`src/rtl/muldiv_pkg.sv`:
```
// Shared opcode and FSM state types for the iterative multiply/divide unit.
// The CPU decoder imports op_e from here so both sides agree on encodings.
package muldiv_pkg;

    typedef enum logic [2:0] {
        OP_MUL   = 3'd0,
        OP_MULH  = 3'd1,
        OP_MULHU = 3'd2,
        OP_DIV   = 3'd3,
        OP_DIVU  = 3'd4,
        OP_REM   = 3'd5,
        OP_REMU  = 3'd6,
        OP_RSVD  = 3'd7
    } op_e;

    typedef enum logic [1:0] {
        ST_IDLE = 2'd0,
        ST_CALC = 2'd1,
        ST_DONE = 2'd2
    } state_e;

endpackage

```
`src/rtl/muldiv_unit.sv`:
```
// Radix-2 iterative multiplier/divider: shift-add multiply, restoring divide,
// sign handled by magnitude conversion at accept and correction at completion.
module muldiv_unit
    import muldiv_pkg::*;
#(
    parameter int WIDTH     = 16,
    parameter bit FIXED_LAT = 1'b1
) (
    input  logic             clk,
    input  logic             rst_n,
    input  logic             flush,
    input  logic             in_valid,
    output logic             in_ready,
    input  logic [2:0]       op,
    input  logic [WIDTH-1:0] a,
    input  logic [WIDTH-1:0] b,
    output logic             out_valid,
    input  logic             out_ready,
    output logic [WIDTH-1:0] result,
    output logic             dz,
    output logic             ovf
);

    localparam int CW = $clog2(WIDTH) + 1;
    localparam logic [WIDTH-1:0] MIN_NEG = {1'b1, {(WIDTH-1){1'b0}}};

    state_e             state_q, state_d;
    logic [CW-1:0]      cnt_q, cnt_d;
    op_e                op_q, op_d;
    logic [WIDTH-1:0]   opnd_q, opnd_d;
    logic [2*WIDTH-1:0] acc_q, acc_d;
    logic               negRes_q, negRes_d;
    logic               special_q, special_d;
    logic [WIDTH-1:0]   result_q, result_d;
    logic               dz_q, dz_d;
    logic               ovf_q, ovf_d;

    op_e                opIn;
    logic               isDivIn, isSignedIn, aNeg, bNeg, bZero, ovfIn, specialIn, accept;
    logic [WIDTH-1:0]   aMag, bMag, specialVal;

    function automatic logic isDivOp(input op_e o);
        isDivOp = (o == OP_DIV) || (o == OP_DIVU) || (o == OP_REM) || (o == OP_REMU);
    endfunction

    // One radix-2 step. Multiply: conditional add into the upper half, shift right.
    // Divide: shift left, trial-subtract the divisor, shift the quotient bit in.
    function automatic logic [2*WIDTH-1:0] iterStep(input logic isDiv,
                                                    input logic [2*WIDTH-1:0] acc,
                                                    input logic [WIDTH-1:0] opnd);
        logic [WIDTH:0] sum;
        logic [WIDTH:0] rem;
        logic           ge;
        sum = {1'b0, acc[2*WIDTH-1:WIDTH]} + (acc[0] ? {1'b0, opnd} : {(WIDTH+1){1'b0}});
        rem = {acc[2*WIDTH-1:WIDTH], acc[WIDTH-1]};
        ge  = (rem >= {1'b0, opnd});
        if (ge) rem = rem - {1'b0, opnd};
        if (isDiv) iterStep = {rem[WIDTH-1:0], acc[WIDTH-2:0], ge};
        else       iterStep = {sum, acc[WIDTH-1:1]};
    endfunction

    function automatic logic [WIDTH-1:0] finalize(input op_e o,
                                                  input logic [2*WIDTH-1:0] acc,
                                                  input logic neg,
                                                  input logic spec);
        logic [2*WIDTH-1:0] prod;
        logic [WIDTH-1:0]   half;
        prod = neg ? -acc : acc;
        half = (o == OP_DIV || o == OP_DIVU) ? acc[WIDTH-1:0] : acc[2*WIDTH-1:WIDTH];
        if (neg) half = -half;
        case (o)
            OP_MUL:            finalize = acc[WIDTH-1:0];
            OP_MULH, OP_MULHU: finalize = prod[2*WIDTH-1:WIDTH];
            default:           finalize = half;
        endcase
        if (spec) finalize = acc[WIDTH-1:0];
    endfunction

    assign opIn       = op_e'(op);
    assign isDivIn    = isDivOp(opIn);
    assign isSignedIn = (opIn == OP_MULH) || (opIn == OP_DIV) || (opIn == OP_REM);
    assign aNeg       = isSignedIn & a[WIDTH-1];
    assign bNeg       = isSignedIn & b[WIDTH-1];
    assign aMag       = aNeg ? -a : a;
    assign bMag       = bNeg ? -b : b;
    assign bZero      = (b == '0);
    assign ovfIn      = ((opIn == OP_DIV) || (opIn == OP_REM)) && (a == MIN_NEG) && (b == '1);
    // Divide-by-zero and the reserved op bypass iteration; their answer is known at accept.
    assign specialIn  = (isDivIn & bZero) | (opIn == OP_RSVD);
    assign specialVal = (opIn == OP_DIV || opIn == OP_DIVU) ? '1 :
                        (opIn == OP_RSVD)                   ? '0 : a;
    assign accept     = in_valid & in_ready & ~flush;

    always_comb begin
        state_d   = state_q;
        cnt_d     = cnt_q;
        op_d      = op_q;
        opnd_d    = opnd_q;
        acc_d     = acc_q;
        negRes_d  = negRes_q;
        special_d = special_q;
        result_d  = result_q;
        dz_d      = dz_q;
        ovf_d     = ovf_q;
        case (state_q)
            ST_IDLE: begin
                if (accept) begin
                    op_d      = opIn;
                    cnt_d     = '0;
                    special_d = specialIn;
                    dz_d      = isDivIn & bZero;
                    ovf_d     = ovfIn;
                    negRes_d  = (opIn == OP_REM) ? aNeg : (aNeg ^ bNeg);
                    opnd_d    = isDivIn ? bMag : aMag;
                    acc_d     = {{WIDTH{1'b0}}, (isDivIn ? aMag : bMag)};
                    if (specialIn) acc_d = {{WIDTH{1'b0}}, specialVal};
                    if (specialIn && !FIXED_LAT) begin
                        state_d  = ST_DONE;
                        result_d = specialVal;
                    end else begin
                        state_d = ST_CALC;
                    end
                end
            end
            ST_CALC: begin
                // Counter reaching WIDTH means all iterations are in; this edge applies sign fix-up.
                if (cnt_q == CW'(WIDTH)) begin
                    state_d  = ST_DONE;
                    result_d = finalize(op_q, acc_q, negRes_q, special_q);
                end else begin
                    cnt_d = cnt_q + 1'b1;
                    if (!special_q) acc_d = iterStep(isDivOp(op_q), acc_q, opnd_q);
                end
            end
            ST_DONE: begin
                if (out_ready) state_d = ST_IDLE;
            end
            default: state_d = ST_IDLE;
        endcase
        if (flush) state_d = ST_IDLE;
    end

    always_ff @(posedge clk or negedge rst_n) begin
        if (!rst_n) begin
            state_q   <= ST_IDLE;
            cnt_q     <= '0;
            op_q      <= OP_MUL;
            opnd_q    <= '0;
            acc_q     <= '0;
            negRes_q  <= 1'b0;
            special_q <= 1'b0;
            result_q  <= '0;
            dz_q      <= 1'b0;
            ovf_q     <= 1'b0;
        end else begin
            state_q   <= state_d;
            cnt_q     <= cnt_d;
            op_q      <= op_d;
            opnd_q    <= opnd_d;
            acc_q     <= acc_d;
            negRes_q  <= negRes_d;
            special_q <= special_d;
            result_q  <= result_d;
            dz_q      <= dz_d;
            ovf_q     <= ovf_d;
        end
    end

    assign in_ready  = (state_q == ST_IDLE);
    assign out_valid = (state_q == ST_DONE);
    assign result    = result_q;
    assign dz        = dz_q;
    assign ovf       = ovf_q;

endmodule

```
`config.mk`:
```
export PLATFORM = sky130hd
export DESIGN_NAME = muldiv_unit
export DESIGN_NICKNAME = d
export VERILOG_FILES = /design/src/rtl/muldiv_pkg.sv /design/src/rtl/muldiv_unit.sv
export SDC_FILE = /design/constraint.sdc
export NUM_CORES = 1
export LEC_CHECK = 0
export CAP_MARGIN = 0
export CORE_MARGIN = 8
export CORE_UTILIZATION = 25
export DETAILED_ROUTE_END_ITERATION = 8
export PLACE_DENSITY_LB_ADDON = 0.15
export SYNTH_ARGS = -nofsm -noshare
export SYNTH_HDL_FRONTEND = slang
export SYNTH_SLANG_ARGS = --single-unit
```
`constraint.sdc`:
```
create_clock -name clk -period 4.6 [get_ports clk]
set_input_delay 0.69 -clock clk [delete_from_list [all_inputs] [get_ports clk]]
set_output_delay 0.69 -clock clk [all_outputs]
set_load 0.02 [all_outputs]
```
==> flow_metrics.py <==
metrics = {
    "floorplanning": {
        "die_y_um": 200,
        "io_pins": 60,
        "die_w_um": 200,
        "die_area_um2": 39900,
        "core_um2": 33400,
        "rows": 67,
        "initial_utilization": 0.253,
    },
    "drt": {
        "drc": 0,
        "viasPerCell": 5.48,
        "drtIter0Drc": 860,
        "via_count": 8861,
        "ant_nets": 0,
        "wl_um": 34000,
        "drt-wirelength-per-cell_um": 21.1,
        "firstDrtPassIters": 5,
    },
    "logic_synthesis": {
        "syn_inst": 1147,
        "yosysTopAreaCell": "dfrtp_1",
        "async_flop_share": 1.00,
        "netlist.area_leader.share": 0.231,
        "syn-num-nets": 1227,
        "ys_types": 75,
        "synth_ff_type": "dfrtp_1",
        "syn_area_um2": 8450,
        "ys_ff_latch": 78,
        "synth_most_common_cell": "nand2_1",
        "synth.avg_cell_area_um2": 7.36,
        "ys_top_cells_by_area": "dfrtp_1, o21ai_0, ha_1, nand2_1, xnor2_1",
        "synth_edf_count": 0,
        "synth_commonest_cells": "nand2_1, o21ai_0, nor2_1",
        "yosys_warnings": 0,
        "seq_area_frac_synth": 0.231,
    },
    "clock_tree": {
        "clock_latency_ns": 0.37,
        "cts_tree": "yes",
        "post_cts_buffers": 0,
        "cts.clk_slew.worst_paths_ns": 0.08,
        "cts_buffers": 9,
        "cts.htree.levels": 3,
        "cts_buffer_depth": 2,
        "cts.repair.resized": 0,
        "cts_sinks": 78,
        "cts-root-buf": "clkbuf_16",
        "ctsHoldBuffers": 0,
    },
    "global_routing": {
        "grtUsageTotal": 0.171,
        "grt-ovfl-total": 0,
        "grt_pass1_wl_um": 53000,
        "grt_pass1_vias": 8516,
        "grt_max_degree": 53,
        "antenna_found_initial": 0,
    },
    "hold_path": {
        "hp-class": "input port to async pin",
    },
    "worst_setup_path": {
        "cp_max_fo": 14,
        "r2r_end": "result[14]",
        "r2r_start": "op_q[1]",
        "reg2reg_depth": 9,
        "endpoint_kind": "flop",
        "reg2reg_slack_ns": 1.0,
        "path_class": "flop to flop",
        "startpoint_type": "flop",
        "worstPathArrival_ns": 3.89,
        "worstPathRequired_ns": 4.89,
    },
    "finish": {
        "fin_nets": 1243,
        "drive_gt1_frac": 0.0574,
        "syn2layout_area_growth_pct": 16.1,
        "n_antenna_cell": 0,
    },
    "sta": {
        "slew_violations": 0,
        "max_freq_ghz": 0.277,
        "fin_skew_ns": 0.0185,
        "tightest_slew_ns": 1.13,
        "setup_viol": 0,
        "finalCritPeriodShare": 0.783,
        "slew-limit-headroom": 0.247,
        "setup_tns_ns": 0,
        "rsz0062_at_grt": "false",
        "final-hold-violation-count": 0,
        "fin_crit_ns": 3.60,
    },
    "power": {
        "power_mw": 5.43,
        "p_per_area_nw_per_um2": 554,
        "leakagePower_nw": 3.85,
        "ir_drop_v": 0.000215,
    },
    "place": {
        "place.port_buffers": 59,
        "hpwlAfterDp_um": 25700,
        "gp_congestion": 0.901,
    },
    "run": {
        "drv_cap": 0,
    },
    "run_status": {
        "outcome": "completed",
    },
}
## critical path, stage by stage, from the launching register on
cell and delay, ns:
dfrtp_1 0.55, a21oi_1 0.73, a221o_1 0.41, ha_1 0.24
inv_1 0.05, nor3_1 0.18, nand4_1 0.43, o31ai_1 0.60
o211ai_1 0.16, a31oi_1 0.18
## worst max-delay path by stage
stage	startpoint	endpoint	slack, ns	depth (start not counted)
6_report	op_q[1]	result[14]	1.0	9
3_5_place_dp	b[0]	acc_q[15]	0.95	11
3_3_place_gp	b[0]	acc_q[4]	1.0	9
2_1_floorplan	acc_q[0]	acc_q[31]	1.55	13
5_1_grt	op_q[1]	result[14]	0.74	9
4_1_cts	op_q[1]	result[14]	1.06	9
## report_power, final
part           switching (mW)  internal [mW]
clock network           0.367          0.436
logic                    1.99           1.37
registers               0.384          0.884
## registers in the layout, indices dropped and copies added, names as in the netlist, 2 cells and up
signal / flops
opnd_q: 16
cnt_q: 5
op_q: 3
acc_q: 32
state_q: 2
result: 16
## per-layer routing
| metal | track usage | routed length (um) | share of wire |
|---|---|---|---|
| met5 | 0 | 0 | 0 |
| met4 | 0.0572 | 858 | 0.025 |
| met3 | 0.0193 | 1570 | 0.046 |
| met2 | 0.259 | 14800 | 0.44 |
| met1 | 0.249 | 16800 | 0.49 |
## cell families after synthesis
| family | after synthesis | synth area share |
|---|---|---|
| compound gates | 383 | 0.296 |
| xor+xnor | 66 | 0.0684 |
| fa+ha+maj | 40 | 0.0610 |
| buf+inv | 131 | 0.0613 |
| flops | 78 | 0.231 |
| mux | 39 | 0.0471 |
| simple gates | 410 | 0.235 |
## cell usage in the layout (no fill, tap or decap), types with 8 or more instances in the layout
| cell type | synthesis | final |
|---|---|---|
| nand2_1 | 123 | 123 |
| o21ai_0 | 109 | 109 |
| nor2_1 | 94 | 93 |
| dfrtp_1 | 78 | 78 |
| a21oi_1 | 74 | 74 |
| clkdlybuf4s50_1 | 0 | 58 |
| inv_1 | 49 | 49 |
| xnor2_1 | 46 | 45 |
| ha_1 | 38 | 38 |
| nor3_1 | 37 | 37 |
| mux2i_1 | 33 | 33 |
| nand3_1 | 31 | 31 |
| a31oi_1 | 30 | 30 |
| buf_4 | 1 | 28 |
| o31ai_1 | 23 | 23 |
| and2_1 | 21 | 21 |
| xor2_1 | 20 | 19 |
| nand2b_1 | 17 | 17 |
| nand4_1 | 16 | 16 |
| nor2b_1 | 15 | 15 |
| o21a_1 | 14 | 14 |
| o211ai_1 | 14 | 14 |
| nor4_1 | 13 | 13 |
| o41ai_1 | 11 | 11 |
| a22oi_1 | 9 | 9 |
| clkbuf_16 | 0 | 9 |
| a21o_1 | 8 | 8 |
| o22ai_1 | 8 | 8 |
| or3_1 | 8 | 8 |
## layout make-up
class / count / area (um^2)
multi-input cells: 938 / 6000
well taps: 448 / 561
fillers: 3733 / 23600
inverters: 50 / 188
flip-flops and latches: 78 / 1950
clock inverters: 7 / 88.8
clock buffers: 9 / 225
repair buffers: 86 / 791
## metrics by stage
step           area (um^2)   util  hold slack (ns)  setup slack (ns)  std cells
6_report              9810  0.294            0.398             0.996       1616
5_1_grt               9810  0.294            0.446             0.738       1616
2_1_floorplan         8450      -            0.394              1.55       1147
4_1_cts               9810  0.294            0.432              1.06       1616
3_5_place_dp          9490  0.284            0.486             0.948       1600
3_3_place_gp          9490  0.284            0.480             0.995       1600
No activity file was read; power rests on OpenSTA's default activity.
